`src/rtl/sound_cond_pkg.sv`:
```
// -----------------------------------------------------------------------------
// sound_cond_pkg
// Shared types and default constants for the sound conditioning block.
//   state_t      : 2-bit FSM state encoding (IDLE, QUAL, ACTIVE, HOLD)
//   DEB_CYC_DEF  : default debounce length, 1 ms at 50 MHz
//   HOLD_CYC_DEF : default hold/stretch length, 1 s at 50 MHz
//   CNT_W_DEF    : default width of the shared debounce/hold counter
// -----------------------------------------------------------------------------
package sound_cond_pkg;

   typedef enum logic [1:0] {
      ST_IDLE   = 2'd0,
      ST_QUAL   = 2'd1,
      ST_ACTIVE = 2'd2,
      ST_HOLD   = 2'd3
   } state_t;

   localparam int DEB_CYC_DEF  = 50000;
   localparam int HOLD_CYC_DEF = 50000000;
   localparam int CNT_W_DEF    = 26;

endpackage

```
`src/rtl/sound_cond_if.sv`:
```
// -----------------------------------------------------------------------------
// sound_cond_if
// Groups the sound-conditioner signals.
//   SOUNDRAW    : raw comparator output from the sound module (async, active-high)
//   SW6         : arm switch (async, 0 = disarmed)
//   SOUNDSENSOR : conditioned, registered sound level
//   EVTCNT      : 8-bit count of accepted sound events
// Modports:
//   slave  - the conditioner (consumes SOUNDRAW/SW6, drives outputs)
//   master - the environment driving the raw inputs
// -----------------------------------------------------------------------------
interface sound_cond_if;

   logic       SOUNDRAW;
   logic       SW6;
   logic       SOUNDSENSOR;
   logic [7:0] EVTCNT;

   modport slave (
      input  SOUNDRAW,
      input  SW6,
      output SOUNDSENSOR,
      output EVTCNT
   );

   modport master (
      output SOUNDRAW,
      output SW6,
      input  SOUNDSENSOR,
      input  EVTCNT
   );

endinterface

```
`src/rtl/sound_cond_sync2.sv`:
```
// -----------------------------------------------------------------------------
// sync2
// Two-flop synchronizer bringing an asynchronous level into the i_clk domain.
//   i_clk   : destination clock
//   i_rst_n : asynchronous active-low clear of both flops
//   i_d     : asynchronous input level
//   o_q     : synchronized level, two edges behind i_d
// -----------------------------------------------------------------------------
module sync2 (
   input  logic i_clk,
   input  logic i_rst_n,
   input  logic i_d,
   output logic o_q
);

   logic r_meta_p0;
   logic r_sync_p1;

   always_ff @(posedge i_clk or negedge i_rst_n) begin
      if (!i_rst_n) begin
         r_meta_p0 <= 1'b0;
         r_sync_p1 <= 1'b0;
      end else begin
         r_meta_p0 <= i_d;
         r_sync_p1 <= r_meta_p0;
      end
   end

   assign o_q = r_sync_p1;

endmodule

```
`src/rtl/sound_cond.sv`:
```
// -----------------------------------------------------------------------------
// sound_cond
// Debounces the raw sound-module output and stretches each accepted event so a
// slow (1 Hz) downstream timer stage is guaranteed to see it.
//
// Ports:
//   CLK  : system clock, the only clock
//   RSTN : asynchronous active-low reset
//   bus  : sound_cond_if.slave
//            SOUNDRAW (in), SW6 (in), SOUNDSENSOR (out), EVTCNT[7:0] (out)
// Parameters:
//   DEB_CYC  : synchronized-high cycles needed to accept an event (>= 2)
//   HOLD_CYC : stretch length after the input falls (>= 2)
//   CNT_W    : width of the shared debounce/hold counter
// Build option:
//   SOUND_COND_EVTCNT_EN - when defined, EVTCNT counts accepted events
//   (saturating at 255, cleared when disarmed); when undefined, EVTCNT is
//   tied to zero and no counter flops are built.
// -----------------------------------------------------------------------------
module sound_cond
   import sound_cond_pkg::*;
#(
   parameter int DEB_CYC  = DEB_CYC_DEF,
   parameter int HOLD_CYC = HOLD_CYC_DEF,
   parameter int CNT_W    = CNT_W_DEF
) (
   input  logic         CLK,
   input  logic         RSTN,
   sound_cond_if.slave  bus
);

   // Parameter sanity: both terminal counts must fit in the counter.
   if (DEB_CYC < 2) begin : g_chk_deb_min
      $error("sound_cond: DEB_CYC must be at least 2");
   end
   if (HOLD_CYC < 2) begin : g_chk_hold_min
      $error("sound_cond: HOLD_CYC must be at least 2");
   end
   if ((64'(DEB_CYC) >> CNT_W) != 64'd0) begin : g_chk_deb_w
      $error("sound_cond: DEB_CYC not representable in CNT_W bits");
   end
   if ((64'(HOLD_CYC) >> CNT_W) != 64'd0) begin : g_chk_hold_w
      $error("sound_cond: HOLD_CYC not representable in CNT_W bits");
   end

   localparam logic [CNT_W-1:0] DEB_LAST  = CNT_W'(DEB_CYC - 1);
   localparam logic [CNT_W-1:0] HOLD_LAST = CNT_W'(HOLD_CYC - 1);

   logic             w_snd_s;
   logic             w_arm_s;
   state_t           r_state;
   state_t           w_state_nxt;
   logic [CNT_W-1:0] r_cnt;
   logic [CNT_W-1:0] w_cnt_nxt;
   logic             r_sensor;
   logic             w_sensor_nxt;

   // Input synchronization
   sync2 u_sync_snd (
      .i_clk   (CLK),
      .i_rst_n (RSTN),
      .i_d     (bus.SOUNDRAW),
      .o_q     (w_snd_s)
   );

   sync2 u_sync_arm (
      .i_clk   (CLK),
      .i_rst_n (RSTN),
      .i_d     (bus.SW6),
      .o_q     (w_arm_s)
   );

   // FSM next-state and counter logic
   always_comb begin
      w_state_nxt = r_state;
      w_cnt_nxt   = r_cnt;
      case (r_state)
         ST_IDLE: begin
            if (w_snd_s) begin
               w_state_nxt = ST_QUAL;
               w_cnt_nxt   = '0;
            end
         end
         ST_QUAL: begin
            if (!w_snd_s) begin
               w_state_nxt = ST_IDLE;
               w_cnt_nxt   = '0;
            end else if (r_cnt == DEB_LAST) begin
               w_state_nxt = ST_ACTIVE;
            end else begin
               w_cnt_nxt = r_cnt + 1'b1;
            end
         end
         ST_ACTIVE: begin
            if (!w_snd_s) begin
               w_state_nxt = ST_HOLD;
               w_cnt_nxt   = '0;
            end
         end
         ST_HOLD: begin
            // A returning input retriggers without counting a new event.
            if (w_snd_s) begin
               w_state_nxt = ST_ACTIVE;
            end else if (r_cnt == HOLD_LAST) begin
               w_state_nxt = ST_IDLE;
               w_cnt_nxt   = '0;
            end else begin
               w_cnt_nxt = r_cnt + 1'b1;
            end
         end
         default: begin
            w_state_nxt = ST_IDLE;
            w_cnt_nxt   = '0;
         end
      endcase
      // Disarm wins over every other transition.
      if (!w_arm_s) begin
         w_state_nxt = ST_IDLE;
         w_cnt_nxt   = '0;
      end
   end

   // Output is registered from the next state so it tracks ACTIVE/HOLD exactly.
   assign w_sensor_nxt = (w_state_nxt == ST_ACTIVE) || (w_state_nxt == ST_HOLD);

   // FSM state register
   always_ff @(posedge CLK or negedge RSTN) begin
      if (!RSTN) begin
         r_state  <= ST_IDLE;
         r_cnt    <= '0;
         r_sensor <= 1'b0;
      end else begin
         r_state  <= w_state_nxt;
         r_cnt    <= w_cnt_nxt;
         r_sensor <= w_sensor_nxt;
      end
   end

   assign bus.SOUNDSENSOR = r_sensor;

`ifdef SOUND_COND_EVTCNT_EN
   logic [7:0] r_evtcnt;
   logic       w_evt_inc;

   // Only the QUAL->ACTIVE edge counts; retriggers from HOLD do not.
   assign w_evt_inc = w_arm_s && (r_state == ST_QUAL) && w_snd_s && (r_cnt == DEB_LAST);

   always_ff @(posedge CLK or negedge RSTN) begin
      if (!RSTN) begin
         r_evtcnt <= 8'd0;
      end else if (!w_arm_s) begin
         r_evtcnt <= 8'd0;
      end else if (w_evt_inc && (r_evtcnt != 8'hFF)) begin
         r_evtcnt <= r_evtcnt + 8'd1;
      end
   end

   assign bus.EVTCNT = r_evtcnt;
`else
   assign bus.EVTCNT = 8'd0;
`endif

endmodule

```
`src/flat_wrapper.sv`:
```
// flat-port wrapper written by rule: the top's interface ports become plain ports
module sound_cond_flat import sound_cond_pkg::*;
#(
   parameter int DEB_CYC  = DEB_CYC_DEF,
   parameter int HOLD_CYC = HOLD_CYC_DEF,
   parameter int CNT_W    = CNT_W_DEF
)
  (CLK, RSTN, bus_SOUNDRAW, bus_SW6, bus_SOUNDSENSOR, bus_EVTCNT);
  sound_cond_if bus_i ();
  input  logic CLK;
  input  logic RSTN;
  input wire logic [$bits(bus_i.SOUNDRAW)-1:0] bus_SOUNDRAW;
  input wire logic [$bits(bus_i.SW6)-1:0] bus_SW6;
  output wire logic [$bits(bus_i.SOUNDSENSOR)-1:0] bus_SOUNDSENSOR;
  output wire logic [$bits(bus_i.EVTCNT)-1:0] bus_EVTCNT;
  assign bus_i.SOUNDRAW = bus_SOUNDRAW;
  assign bus_i.SW6 = bus_SW6;
  assign bus_SOUNDSENSOR = bus_i.SOUNDSENSOR;
  assign bus_EVTCNT = bus_i.EVTCNT;
  sound_cond #(.DEB_CYC(DEB_CYC), .HOLD_CYC(HOLD_CYC), .CNT_W(CNT_W)) u_core (.CLK(CLK), .RSTN(RSTN), .bus(bus_i));
endmodule
```
`config.mk`:
```
export PLATFORM = sky130hd
export DESIGN_NAME = sound_cond_flat
export DESIGN_NICKNAME = d
export VERILOG_FILES = /design/src/rtl/sound_cond_pkg.sv /design/src/rtl/sound_cond_if.sv /design/src/rtl/sound_cond_sync2.sv /design/src/rtl/sound_cond.sv /design/src/flat_wrapper.sv
export SDC_FILE = /design/constraint.sdc
export NUM_CORES = 1
export LEC_CHECK = 0
export CAP_MARGIN = 10
export CORE_MARGIN = 4
export CORE_UTILIZATION = 55
export CTS_BUF_LIST = sky130_fd_sc_hd__clkbuf_2 sky130_fd_sc_hd__clkbuf_4 sky130_fd_sc_hd__clkbuf_8
export CTS_CLUSTER_SIZE = 25
export DETAILED_ROUTE_END_ITERATION = 10
export PLACE_DENSITY = 0.85
export SYNTH_ARGS = -nofsm -noshare
export SYNTH_HDL_FRONTEND = slang
export SYNTH_SLANG_ARGS = --single-unit
```
`constraint.sdc`:
```
create_clock -name CLK -period 4.1 [get_ports CLK]
set_input_delay 0.41 -clock CLK [delete_from_list [all_inputs] [get_ports CLK]]
set_output_delay 0.41 -clock CLK [all_outputs]
set_load 0.02 [all_outputs]
```
==> impl_metrics.yaml <==
worst_setup_path:
  arrival_ns: 2.72
  worst-r2r-setup-slack_ns: 1.52
  cp_slowest_cell: "o21ai_2"
  path_cells: "or4b_4 > nor4_2 > a21oi_1 > o21ai_2 > nor2_1"
  worst_setup_path_end_kind: "flip-flop"
  crit_fanout: 13
  critical_path_rt_ns: 4.24
  cp.buffers_inverters: 0
  critPathTopFamily: "simple AND/OR/NAND/NOR gates"
  critical_path_class: "reg2reg"
  worstSetupStartpointType: "flip-flop"
  crit_path_max_incr_delay_ns: 0.63
cells_and_area:
  final_net_count: 241
  layout.cells.non_filler: 285
  fillers: 327
  drive_above_1_share: 0.0802
  final_util: 0.608
  finish.instance_area_sq_um: 2240
  antenna_cells_inserted: 0
  synthesis_to_finish_area_growth_pct: 5.85
synth:
  synth-async-reset-ratio: 1.00
  synthTopCellsByArea: "dfrtp_1, nand3_1, nand4_1, mux2i_1, buf_4"
  yosys.cell_count.top_type: "dfrtp_1"
  synth.top_cell.area_share: 0.390
  post_synth_inst_count: 237
  seq_area_frac_synth: 0.390
  average_footprint_of_a_synthesized_cell_sq_um: 8.94
  mappedNetlistArea_sq_um: 2120
  synth.distinct_cells: 45
  yosysWarnings: 0
  netlist.top_cell.by_area: "dfrtp_1"
  synth_top_cells_by_count: "dfrtp_1, nand3_1, nand4_1, nor2_1, nand2_1"
  number_of_enable_type_register_cells_in_the_synthesized_netlist: 0
  synth.ff_latch_count: 33
  synthFlopType: "dfrtp_1"
cts:
  cts-buffers-inserted: 5
  clkTransAtPathRegs_ns: 0.06
  worstSkewPairLatency_ns: 0.29
  cts_htree_levels: 2
  tritoncts: "built"
  postCtsHoldBufs: 0
  cts.path.max_buffers: 2
  clock-root-buffer: "clkbuf_8"
  post_cts_resized: 0
  clkSinkCount: 33
  cts_setup_buffers: 0
timing:
  worst_slew_pin_slew_ns: 0.740
  finalClockSkew_ns: 0.00614
  finalWorstPathRequiredPeriod_ns: 2.58
  setup_total_negative_slack_ns: 0
  setup_viol: 0
  maxSlewViolCount: 0
  post-route-period-util: 0.629
  setup_repair_after_global_routing_missed_its_margin: "no"
  rel_slew_slack: 0.502
  hold_viol_final: 0
  worst_setup_margin_ns: 1.52
  fmax_achieved_ghz: 0.388
drt:
  wirelength_microns: 4740
  drt_pass1_iterations: 7
  ant_nets: 0
  post_drt_wl_per_cell_microns: 16.6
  dr.first_iter.drc_count: 208
  drt_drc_violations_left: 0
  drt-vias-per-instance: 6.78
  via_count_of_the_routed_design: 1933
power_and_ir_drop:
  p_per_area_nw_per_um2: 288
  total_leakage_power_uw: 0.000807
  ir_drop_v: 0.000189
global_routing:
  first_pass_grt_wire_length_microns: 8450
  grt_remaining_overflow: 0
  grt_antenna_before_repair: 0
  maximum_number_of_pins_on_one_net_before_global_route_repair: 39
  grt_util_all_layers: 0.211
  grt_pass1_vias: 1854
status:
  status: "complete, no violations"
placed_design:
  dp.cells: 277
  place_area_sq_um: 2140
  detailed_place_hpwl_microns: 3200
  routabilityCongestion: 0.901
  placement.setup.worst_slack_ns: 1.60
  buffer_ports.inserted: 4
die:
  initial_utilization: 0.574
  rows: 22
  die-width_microns: 70.1
  design.die.area_sq_um: 4910
  die_h_microns: 70.1
  top_level_ports: 13
  placeable_core_area_sq_um: 3690
min_path:
  worst_hold_path_type: "reg2reg"
job:
  max_cap_violations: 0
final cells by class:
| cell class | instances | area [sq um] | share of cell area |
|---|---|---|---|
| Clock inverter | 1 | 5.00 | 0.00223 |
| Inverter | 9 | 33.8 | 0.0151 |
| Timing Repair Buffer | 6 | 55.1 | 0.0246 |
| Sequential cell | 33 | 826 | 0.368 |
| Clock buffer | 7 | 96.3 | 0.0430 |
| Multi-Input combinational cell | 181 | 1170 | 0.520 |
| Tap cell | 48 | 60.1 | 0.0268 |
flip-flops by register name (all words and copies together) (netlist names):
| register | flops |
|---|---|
| u_core.u_sync_snd.o_q | 1 |
| u_core.u_sync_arm.o_q | 1 |
| u_core.u_sync_snd.r_meta_p0 | 1 |
| u_core.r_state | 2 |
| u_core.u_sync_arm.r_meta_p0 | 1 |
| u_core.r_cnt | 26 |
| u_core.bus.SOUNDSENSOR | 1 |
layout by cell type, fill, tap and decap left out, types with 3 or more instances in the layout:
cell type,synthesis,routed
nand4b_1,3,3
dfrtp_1,33,33
a21oi_1,4,4
clkbuf_8,0,7
inv_1,9,9
o211ai_1,5,5
o21a_1,5,5
nand2_1,11,11
o2111ai_1,4,4
or3_1,3,3
nor2_1,15,15
nand3_1,23,23
o21ai_0,9,9
a32oi_1,5,5
xor2_1,5,5
and3_1,8,8
a2111oi_0,6,6
nor4_1,9,9
xnor2_1,4,4
nand4_1,15,15
nor3_1,4,4
clkdlybuf4s50_1,0,4
conb_1,1,8
and4_1,4,4
mux2i_1,7,7
kinds of logic after synthesis:
logic type | synth area share
adder cells (fa/ha/maj) | 0.00591
XOR/XNOR | 0.0372
multiplexers | 0.0331
other | 0.00177
flip-flops | 0.390
AND/OR/NAND/NOR | 0.300
buffers and inverters | 0.0721
AO/OA/AOI/OAI | 0.160
metal layers:
metal / routed length, microns / part of all wire / up-vias / GRT usage
met5: 0 / 0 / - / 0
met4: 91 / 0.019 / 0 / 0.0979
met3: 278 / 0.059 / 12 / 0.0504
met2: 2270 / 0.48 / 74 / 0.327
met1: 2110 / 0.44 / 956 / 0.277
li1: - / - / 891 / -
path summary, 6_finish.rpt:
check | start | endpoint | cells past startpoint
worst min-delay path | u_core.u_sync_snd.r_meta_p0 | u_core.u_sync_snd.o_q | 0
worst max-delay path | u_core.r_cnt[7] | u_core.r_cnt[10] | 5
min in group asynchronous | RSTN | u_core.r_cnt[21] | 2
worst max register to register | u_core.r_cnt[7] | u_core.r_cnt[10] | 5
worst min register to register | u_core.u_sync_snd.r_meta_p0 | u_core.u_sync_snd.o_q | 0
max in group asynchronous | RSTN | u_core.r_cnt[18] | 2
stage by stage:
step / hold slack, ns / total power [uW]
floorplan: 0.114 / 372
global placement: 0.331 / 380
detailed placement: 0.340 / 381
CTS: 0.355 / 649
global route: 0.367 / 670
finish: 0.352 / 646
report_power, final:
part           leakage (uW)  switching (uW)  internal [uW]
sequential         0.000451            2.63            328
clock             0.0000542             119            152
combinational      0.000302            35.0           9.66
Power figures use the tool's default switching activity.
